### src/rtl/instr_encode_loader.sv
// Assembles MIPS instruction words (R-type, lw, sw, beq) from a field bundle and writes them
// sequentially into instruction memory, one word per three cycles.
module instr_encode_loader #(
  parameter int unsigned ADDR_W = 6
) (
  input  logic              clk,
  input  logic              reset,
  input  logic              CLEAR,
  input  logic              IN_VALID,
  output logic              IN_READY,
  input  logic [2:0]        OP_TYPE,
  input  logic [4:0]        RS,
  input  logic [4:0]        RT,
  input  logic [4:0]        RD,
  input  logic [4:0]        SHAMT,
  input  logic [5:0]        FUNCT,
  input  logic [15:0]       IMM,
  output logic              IMEM_WE,
  output logic [ADDR_W-1:0] IMEM_ADDR,
  output logic [31:0]       IMEM_WDATA,
  output logic [ADDR_W:0]   COUNT,
  output logic              FULL,
  output logic              ERR
);

  typedef enum logic [1:0] {StIdle, StEnc, StWr} state_e;

  state_e            r_state;
  state_e            w_state_next;
  logic [2:0]        r_op;
  logic [4:0]        r_rs;
  logic [4:0]        r_rt;
  logic [4:0]        r_rd;
  logic [4:0]        r_shamt;
  logic [5:0]        r_funct;
  logic [15:0]       r_imm;
  logic [ADDR_W-1:0] r_ptr;
  logic [ADDR_W-1:0] r_addr;
  logic [31:0]       r_wdata;
  logic [ADDR_W:0]   r_count;
  logic              r_err;
  logic              w_accept;
  logic              w_op_valid;
  logic [31:0]       w_word;

  assign IMEM_ADDR  = r_addr;
  assign IMEM_WDATA = r_wdata;
  assign COUNT      = r_count;
  assign ERR        = r_err;
  // COUNT never exceeds 2^ADDR_W, so its MSB alone marks capacity.
  assign FULL       = r_count[ADDR_W];

  always_comb begin
    w_word     = '0;
    w_op_valid = 1'b1;
    case (r_op)
      3'd0:    w_word = {6'b000000, r_rs, r_rt, r_rd, r_shamt, r_funct};
      3'd1:    w_word = {6'b100011, r_rs, r_rt, r_imm};
      3'd2:    w_word = {6'b101011, r_rs, r_rt, r_imm};
      3'd3:    w_word = {6'b000100, r_rs, r_rt, r_imm};
      default: w_op_valid = 1'b0;
    endcase
  end

  // CLEAR overrides the handshake and aborts any in-flight word, including the write strobe.
  always_comb begin
    w_state_next = r_state;
    IN_READY     = 1'b0;
    IMEM_WE      = 1'b0;
    w_accept     = 1'b0;
    if (CLEAR) begin
      w_state_next = StIdle;
    end else begin
      case (r_state)
        StIdle: begin
          IN_READY = !FULL;
          w_accept = IN_VALID && !FULL;
          if (w_accept) w_state_next = StEnc;
        end
        StEnc:   w_state_next = w_op_valid ? StWr : StIdle;
        StWr: begin
          IMEM_WE      = 1'b1;
          w_state_next = StIdle;
        end
        default: w_state_next = StIdle;
      endcase
    end
  end

  always_ff @(posedge clk) begin
    if (reset) begin
      r_state <= StIdle;
      r_op    <= '0;
      r_rs    <= '0;
      r_rt    <= '0;
      r_rd    <= '0;
      r_shamt <= '0;
      r_funct <= '0;
      r_imm   <= '0;
      r_ptr   <= '0;
      r_addr  <= '0;
      r_wdata <= '0;
      r_count <= '0;
      r_err   <= 1'b0;
    end else begin
      r_state <= w_state_next;
      if (CLEAR) begin
        r_ptr   <= '0;
        r_count <= '0;
        r_err   <= 1'b0;
      end else begin
        if (w_accept) begin
          r_op    <= OP_TYPE;
          r_rs    <= RS;
          r_rt    <= RT;
          r_rd    <= RD;
          r_shamt <= SHAMT;
          r_funct <= FUNCT;
          r_imm   <= IMM;
        end
        if (r_state == StEnc) begin
          if (w_op_valid) begin
            r_addr  <= r_ptr;
            r_wdata <= w_word;
          end else begin
            r_err <= 1'b1;
          end
        end
        if (r_state == StWr) begin
          r_ptr   <= r_ptr + ADDR_W'(1);
          r_count <= r_count + (ADDR_W + 1)'(1);
        end
      end
    end
  end

endmodule

### config.mk
export PLATFORM = sky130hd
export DESIGN_NAME = instr_encode_loader
export DESIGN_NICKNAME = d
export VERILOG_FILES = /design/src/rtl/instr_encode_loader.sv
export SDC_FILE = /design/constraint.sdc
export NUM_CORES = 1
export LEC_CHECK = 0
export BUFFER_PORTS_ARGS = -buffer_cell sky130_fd_sc_hd__buf_2
export CORE_ASPECT_RATIO = 1.5
export CORE_MARGIN = 1.5
export CORE_UTILIZATION = 48
export CTS_CLUSTER_DIAMETER = 150
export DETAILED_ROUTE_END_ITERATION = 8
export PLACE_DENSITY = 0.73
export SLEW_MARGIN = 20
export SYNTH_ARGS = -nofsm -noshare
export SYNTH_HDL_FRONTEND = slang
export SYNTH_SLANG_ARGS = --single-unit
### constraint.sdc
create_clock -name clk -period 1.7 [get_ports clk]
set_input_delay 0.51 -clock clk [delete_from_list [all_inputs] [get_ports clk]]
set_output_delay 0.51 -clock clk [all_outputs]
set_load 0.03 [all_outputs]
### Yosys cells after proc, flatten, opt, wreduce, memory -nomap -nowiden

Cells that the tools add are included.

* add/subtract/negate cells: 2
* equality and inequality tests: 6
* mux-type cells: 11
* bitwise gates (word level): 2
* reduce and logical (&&, ||, !) cells: 9

Operators with widths (count)
* 32-bit one-hot mux with 4 select lines: 1
* 7-bit by 1-bit adder with 7-bit output (second input constant): 1
* 1-bit 2-to-1 mux: 7
* 6-bit by 1-bit adder with 6-bit output (second input constant): 1
* 3-bit by 2-bit equality test with 1-bit output (second input constant): 2
* 2-bit 2-to-1 mux: 2
* 2-bit one-hot mux with 2 select lines: 1
* 2-bit AND reduction: 2
* 4-bit OR reduction: 1
* 3-bit by 1-bit equality test with 1-bit output (second input constant): 1
* 3-bit zero test: 1
* 3-bit AND reduction: 1
* 2-bit by 1-bit equality test with 1-bit output (second input constant): 1
* 2-bit equality test (second input constant): 1
* 2-bit zero test: 1
* 2-bit != test (second input constant): 1
* 1-bit inverter: 2
* 2-bit OR reduction: 1
* 1-bit logical AND: 1
* 1-bit zero test: 1

* flip-flop bits (word level): 99

### Logic depth before layout (Yosys ltp)

Gate-level depths: netlist of run 1.

* depth after elaboration: 5
* depth in mapped cells: 6
* gate-level depth less buffers: 4

### Least setup slack after synthesis of run 1

OpenSTA, ideal clock, no wires.

* path type: register to output
* from: register r_count[6] (netlist: COUNT[6])
* to: output IN_READY
* data arrival time: 1218 ps
* path slack: -28 ps
* stages on the path, launching flop included: 4
* path buffers: 2
* cell sequence: dfxtp_1 > nor4_1 > buf_2 > buf_2

* longest elaborated chain between the ends: 3

Ends and longest elaborated chain
* start: declaration: RTL line 40 `logic [ADDR_W:0] r_count;`
* start signal: assignment: RTL line 131 `r_count <= r_count + (ADDR_W + 1)'(1);`
* 1-bit zero test: RTL line 76 `IN_READY = !FULL;`
* 1-bit 2-to-1 mux: RTL line 74 `case (r_state)`
* 1-bit 2-to-1 mux: RTL line 71 `if (CLEAR) begin`
* end: declaration: RTL line 10 `output logic IN_READY,`

Every way passes these cells.

### Final worst setup path of run 1

* from: register r_state[0]
* to: output IN_READY

* longest elaborated chain between the ends: 3

Ends and longest elaborated chain
* start: declaration: RTL line 28 `state_e r_state;`
* start signal: assignment: RTL line 92 `r_state <= StIdle;`
* start signal: assignment: RTL line 106 `r_state <= w_state_next;`
* 2-bit zero test: RTL line 74
* 1-bit 2-to-1 mux: RTL line 74
* 1-bit 2-to-1 mux: RTL line 71

Every way passes these cells.

==> Flow_metrics.wiki, run 1 <==
{| class="wikitable"
! Metric !! Value
|-
| Dpl cell area || 4640 sq um
|-
| Number of flops mapped to enable cells by yosys || 0
|-
| Slew at the pin closest to its max-slew limit || 0.740 ns
|-
| Vias in the first global route || 3382
|-
| Share of async-settable or async-resettable flops after synthesis || 0%
|-
| First element of the critical path || r_state[0]
|-
| Number of clock buffers inserted by TritonCTS || 9
|-
| Library cell contributing the largest single delay on the critical path || dfxtp_4
|-
| Total routing resource utilization after global routing || 22.1%
|-
| Final antenna-violating net count || 0
|-
| Status || finished with violations
|-
| List of cells traversed by the critical path || nor4_4 > buf_4 > buf_6
|-
| Worst r2r dst || r_funct[3]
|-
| Crit path max-delay family || flip-flops
|-
| Timing endpoint of the critical path || IN_READY
|-
| Hold-fix buffers, CTS || 0
|-
| Count of cells along the worst hold path || 3
|-
| Relative area change from synthesis to final layout || 23.1%
|-
| Clk_skew || 0.00826 ns
|-
| Highest attainable clock frequency || 569 MHz
|-
| Post-synthesis sequential element count || 96
|-
| Mapped Avg Cell Area || 8.77 sq um
|-
| Worst Hold Slack || 0.430 ns
|-
| # IOs || 98
|-
| Overall via count from detail_route || 3579
|-
| First-pass GRT wire length || 15700 microns
|-
| Time the worst path needs with I/O delays and setup || 1.76 ns
|-
| WS Path Type || flip-flop to output pin
|-
| Final TNS setup || -0.0567 ns
|-
| Drt drc || 0
|-
| Clock Latency Late Sink || 0.33 ns
|-
| Synth cell types || 36
|-
| Depth of the CTS H-tree || 3
|-
| DP HPWL || 6270 microns
|-
| Critical path capture point type || output pin
|-
| Fraction of the yosys area taken by sequential cells || 47.5%
|-
| Design area || 4980 sq um
|-
| 1st-pass router iterations || 4
|-
| Combinational family with the most area after synthesis || simple AND/OR/NAND/NOR gates
|-
| Total routed wirelength || 9610 microns
|-
| Placeable core region || 8110 sq um
|-
| Number of I/O port buffers || 96
|-
| Root cell of the clock tree || clkbuf_16
|-
| Post-Synthesis Cells || 461
|-
| Worst hold-check path type || input pin to flip-flop
|-
| Largest fanout on the critical path || 8
|-
| Buffers & Inverters on Critical Path || 2
|-
| Antenna violations before repair || 0
|-
| RSZ-0062 raised after global routing || yes
|-
| Required arrival time at the worst endpoint || 1.19 ns
|-
| Number of clock sinks || 96
|-
| Effective utilization at floorplan || 49.9%
|-
| Crit path largest cell delay || 0.37 ns
|-
| Worst setup timing slack at the placement stage || -0.0398 ns
|-
| Deepest clock path buffer count || 2
|-
| Max-slew headroom || 50.7%
|-
| Max-cap check violation count || 0
|-
| Arrival time at the worst endpoint || 1.25 ns
|-
| Violations in the final reports || setup timing
|-
| Synthesized netlist net count || 512
|-
| Die ar. || 9000 sq um
|-
| P per Cell Area || 946 nW/um^2
|-
| Iter 0 DRT Violations || 169
|-
| Crit. path cell count || 3
|-
| Fraction of the cycle the final worst path needs || 103%
|-
| Worst-path clk slew || 0.06 ns
|-
| Reg2Reg Launch Point || r_state[0]
|-
| Final routed wire length divided by cell count || 14.7 microns
|-
| Maximum vdd drop || 0.000601 V
|-
| Depth of the most critical reg-to-reg path || 7
|-
| Clock tree from TritonCTS || done
|-
| Max Slew Vio Count || 0
|-
| Final-report setup violation count || 1
|-
| Worst reg-to-reg setup slack || 0.13 ns
|-
| Number of nets in the final layout || 595
|-
| CP Launch Type || flip-flop
|-
| Static Leakage || 0.00191 uW
|-
| Pin count of the biggest net entering global routing || 128
|-
| Fin util || 61.4%
|-
| Final critical-path setup slack || -0.0567 ns
|-
| Most frequent standard cell in the layout excluding fill and tap cells || buf_2
|-
| Share of layout cells above drive strength 1 || 26.0%
|-
| Last weighted congestion value of the routability-driven placer || 0.786
|-
| Core Rows || 40
|-
| Fin. Hold Viols || 0
|-
| Main flop type after synthesis || dfxtp_1
|-
| Highest-count cells in the layout ignoring fill and taps || 94 x buf_2, 93 x dfxtp_1, 65 x o21ai_0
|-
| Synthesized-area fraction occupied by and/or/nand/nor cells || 27.2%
|-
| Number of warnings issued by yosys || 0
|-
| Vert. Die Dim || 115 microns
|-
| Mux cell area share after synthesis || 0.495%
|-
| Xor and xnor fraction of the mapped netlist area || 0.866%
|-
| Share of the synthesized area in compound gates (AO/OA/AOI/OAI) || 17.3%
|-
| GRT Residual Overflow || 0
|-
| Routed vias/inst || 5.46
|-
| Mapped cell area || 4050 sq um
|-
| Chip Width || 78.0 microns
|-
| Post-synthesis share of cell area spent on full adders, half adders and majority gates || 0.619%
|}
flip-flops by register name, summed over array words and instances (netlist names):
register,flops
r_rt,5
r_state,2
r_ptr,6
ERR,1
COUNT,7
IMEM_WDATA,29
r_funct,6
r_op,3
r_shamt,5
r_imm,16
r_rd,5
IMEM_ADDR,6
r_rs,5
worst min-delay path by stage:
stage,slack (ns),startpoint,endpoint
2_1_floorplan,0.43,r_rt[0],IMEM_WDATA[16]
3_3_place_gp,0.44,IMEM_ADDR[3],IMEM_ADDR[3]
3_5_place_dp,0.44,r_rt[3],IMEM_WDATA[19]
4_1_cts,0.42,SHAMT[3],r_shamt[3]
5_1_grt,0.44,FUNCT[5],r_funct[5]
6_report,0.43,RS[0],r_rs[0]
metal layers:
layer,routed length [microns],global-route usage (%),up-vias
met3,415,4.57,7
met2,5080,40.5,78
li1,-,-,1781
met4,116,7.62,0
met1,4000,25.5,1713
met5,0,0,-
worst min-delay path, stage by stage:
cell and delay (ns):
buf_2 0.08, nand4b_1 0.08, o21ai_0 0.07
cells by family after synthesis:
family | count (synthesis)
AND/OR/NAND/NOR | 180
XOR/XNOR | 4
buffers and inverters | 49
other | 1
adder cells (fa/ha/maj) | 2
flip-flops | 96
AO/OA/AOI/OAI | 127
multiplexers | 2
cells in the mapped netlist (2+ instances only):
cell type,instances,area [sq um]
nor4_1,2,12.5
or3_1,5,31.3
dfxtp_1,96,1920
nor2_1,26,97.6
o31ai_1,2,15.0
ha_1,2,25.0
nand3_1,4,20.0
nand2_1,39,146
buf_4,4,30.0
clkbuf_2,4,20.0
a211oi_1,16,120
inv_1,2,7.51
o21ai_0,65,325
mux2i_1,2,20.0
buf_6,3,33.8
a21oi_1,40,200
nand3b_1,3,22.5
buf_2,12,60.1
nand4b_1,45,394
nand2b_1,45,282
nor2b_1,3,18.8
clkbuf_1,24,90.1
xor2_1,4,35.0
final cells by class:
type	count	area, sq um
antenna	1	2.50
clock buffer	14	274
clock inverter	2	12.5
fill	754	3130
inverter	2	7.51
multi-input combinational	316	1910
sequential	96	1930
tap	105	131
timing repair buffer	119	716
power breakdown:
| group | internal (uW) | total, uW | switching [uW] |
|---|---|---|---|
| Sequential | 2320 | 2360 | 43.5 |
| Combinational | 183 | 439 | 256 |
| Clock | 1110 | 1910 | 800 |
what timing repair did:
item	in CTS	in global routing
resized for setup	8	4
setup buffers	1	1
endpoints found under the setup margin	2	2
endpoints found under the hold margin	0	0
pin swaps	1	1
per-stage QoR:
stage,instances,total power (uW)
final,655,4710
after global routing,654,4880
after CTS,653,4740
after detailed placement,636,2840
after global placement,636,2830
after floorplan,461,2670
Note: power is estimated with default switching activity, not from simulation.
==> run 2, diff against run 1 <==
--- a/config.mk
+++ b/config.mk
@@ -12,6 +12,7 @@
 export CTS_CLUSTER_DIAMETER = 150
 export DETAILED_ROUTE_END_ITERATION = 8
 export PLACE_DENSITY = 0.73
+export REMOVE_ABC_BUFFERS = 1
 export SLEW_MARGIN = 20
 export SYNTH_ARGS = -nofsm -noshare
 export SYNTH_HDL_FRONTEND = slang
==> run 2 against run 1 <==
Clock-buffer cell count grew 1. Wire length grew 1.3%. Register-to-register slack got worse by 0.02 ns. Sequential power barely moved. Design area grew 1.6%. Critical endpoint unchanged. Fmax increased by 0.69%. Combinational power up 3%. The flow still finishes with violations (setup timing). Clock power up 14%. Largest power group unchanged. First-iteration DRC count rose by 14%. Via count fell by 0.53%.
==> Flow_metrics.wiki, run 2 (synthesized netlist as in run 1, its figures left out) <==
{| class="wikitable"
! Metric !! Value
|-
| Worst-path clk slew || 0.06 ns (about the same)
|-
| Core Rows || 40 (unchanged)
|-
| Chip Width || 78.0 microns (unchanged)
|-
| Critical path capture point type || output pin
|-
| Clock tree from TritonCTS || done
|-
| Worst hold-check path type || input pin to flip-flop
|-
| Max Slew Vio Count || 0 (unchanged)
|-
| Total area of sequential cells || 1930 sq um (-0.13%)
|-
| Effective utilization at floorplan || 49.9% (unchanged)
|-
| Instance count after placement with tap cells included || 644 (+1.3%)
|-
| Max-cap check violation count || 0 (unchanged)
|-
| First-pass GRT wire length || 15900 microns (+0.92%)
|-
| WS Path Type || flip-flop to output pin
|-
| Relative area change from synthesis to final layout || 25.1%
|-
| Total routing resource utilization after global routing || 22.3% (+0.19 points)
|-
| Largest register FFs || 29 (unchanged)
|-
| Final routed wire length divided by cell count || 14.7 microns (+0.37%)
|-
| Die ar. || 9000 sq um (unchanged)
|-
| Status || finished with violations
|-
| Overall via count from detail_route || 3560 (-0.53%)
|-
| Number of I/O port buffers || 96 (unchanged)
|-
| Highest attainable clock frequency || 573 MHz (+0.69%)
|-
| Worst Hold Slack || 0.423 ns (-0.00706 ns)
|-
| # IOs || 98 (unchanged)
|-
| Fill count || 760 (+0.80%)
|-
| Routed vias/inst || 5.39 (-1.4%)
|-
| Pin count of the biggest net entering global routing || 84 (-34%)
|-
| Static Leakage || 0.00197 uW (+2.7%)
|-
| 1st-pass router iterations || 4 (unchanged)
|-
| Time the worst path needs with I/O delays and setup || 1.74 ns (-0.0121 ns)
|-
| Final-report setup violation count || 1 (unchanged)
|-
| Number of nets in the final layout || 602 (+1.2%)
|-
| Fin util || 62.4% (+0.99 points)
|-
| DP HPWL || 6600 microns (+5.4%)
|-
| Clk_skew || 0.00487 ns (-0.00339 ns)
|-
| Violations in the final reports || setup timing
|-
| Maximum vdd drop || 0.000602 V (about the same)
|-
| Most frequent standard cell in the layout excluding fill and tap cells || buf_2
|-
| Area taken by multi-input logic gates || 1900 sq um (-0.13%)
|-
| Depth of the CTS H-tree || 3 (unchanged)
|-
| P per Cell Area || 987 nW/um^2 (+4.4%)
|-
| Last weighted congestion value of the routability-driven placer || 0.777 (-1.1%)
|-
| Share of layout cells above drive strength 1 || 27.2% (+1.1 points)
|-
| Worst setup timing slack at the placement stage || -0.0709 ns (-0.0311 ns)
|-
| Post-layout instance count excluding filler cells || 661 (+0.92%)
|-
| Antenna diode instance count || 0 (-1)
|-
| Required arrival time at the worst endpoint || 1.19 ns (about the same)
|-
| CP Launch Type || flip-flop
|-
| GRT Residual Overflow || 0 (unchanged)
|-
| Placeable core region || 8110 sq um (unchanged)
|-
| Arrival time at the worst endpoint || 1.23 ns (-0.02 ns)
|-
| Final antenna-violating net count || 0 (unchanged)
|-
| Fin. Hold Viols || 0 (unchanged)
|-
| Largest fanout on the critical path || 5 (-3)
|-
| Fraction of the cycle the final worst path needs || 103% (-0.71 points)
|-
| Antenna violations before repair || 0 (unchanged)
|-
| Total routed wirelength || 9740 microns (+1.3%)
|-
| Vert. Die Dim || 115 microns (unchanged)
|-
| Number of clock sinks || 96 (unchanged)
|-
| Final critical-path setup slack || -0.0446 ns (+0.0121 ns)
|-
| Highest-count cells in the layout ignoring fill and taps || 94 x buf_2, 93 x dfxtp_1, 65 x o21ai_0
|-
| Iter 0 DRT Violations || 193 (+14%)
|-
| Vias in the first global route || 3309 (-2.2%)
|-
| Number of clock buffers inserted by TritonCTS || 9 (unchanged)
|-
| RSZ-0062 raised after global routing || yes
|-
| Root cell of the clock tree || clkbuf_16
|-
| Deepest clock path buffer count || 2 (unchanged)
|-
| Clock Latency Late Sink || 0.34 ns (about the same)
|-
| Drt drc || 0 (unchanged)
|}
==> run 2: cell types whose count changed in the layout (fill, tap and decap cells not counted) <==
cell,previous run,this run
and2_1,0,1
bufinv_16,0,1
buf_12,4,3
clkinvlp_4,1,0
clkbuf_8,3,6
dfxtp_2,1,2
buf_4,19,28
dfxtp_4,2,1
clkinv_2,1,0
buf_6,2,1
clkbuf_1,2,0
and2_4,1,0
diode_2,1,0
==> run 2: critical path: stages (launching register included) <==
cell     delay [ns]
dfxtp_4        0.36
nor4_4         0.23
buf_4          0.17
buf_6          0.13
==> run 2: area by class of cell <==
| class | instances | area share (%) |
|---|---|---|
| inverters | 2 | 0.148 |
| clock buffers | 15 | 6.08 |
| multi-input cells | 316 | 37.6 |
| clock inverters | 1 | 0.593 |
| repair buffers | 126 | 14.9 |
| flip-flops and latches | 96 | 38.1 |
| well taps | 105 | 2.60 |
==> run 2: worst paths after layout <==
path,startpoint,endpoint,slack (ns),cells after the start
min reg2reg,IMEM_WDATA[21],IMEM_WDATA[21],0.45,2
max,COUNT[6],IN_READY,-0.04,3
max reg2reg,COUNT[6],r_op[2],0.11,6
min,IMM[15],r_imm[15],0.42,3
==> run 2: routing by layer <==
metal	vias up	share of wire [%]	track usage, %
met5	-	0	0
met4	0	1.9	9.29
met3	14	4.2	4.25
met2	92	51	38.7
met1	1656	43	27.1
li1	1798	-	-
==> run 2: metrics by stage <==
stage,cell area [sq um],TNS [ns],power (uW)
2_1_floorplan,3810,-197.84,2610
6_report,5060,-0.0446,5000
4_1_cts,5040,-0.0982,5040
3_3_place_gp,4680,-0.935,2840
3_5_place_dp,4680,-1.34,2860
5_1_grt,5060,-0.109,5180
==> run 2: what timing repair did <==
action	CTS	global route
setup buffers	1	0
endpoints found under the setup margin	2	6
endpoints found under the hold margin	0	0
hold buffers	0	0
gates cloned	0	0
pin swaps	1	1
resized for setup	5	4
==> run 2: power breakdown <==
part	switching (uW)	total, uW	leakage [uW]	internal, uW
sequential	43.1	2360	0.000781	2320
combinational	261	452	0.00102	192
clock	800	2180	0.000168	1380
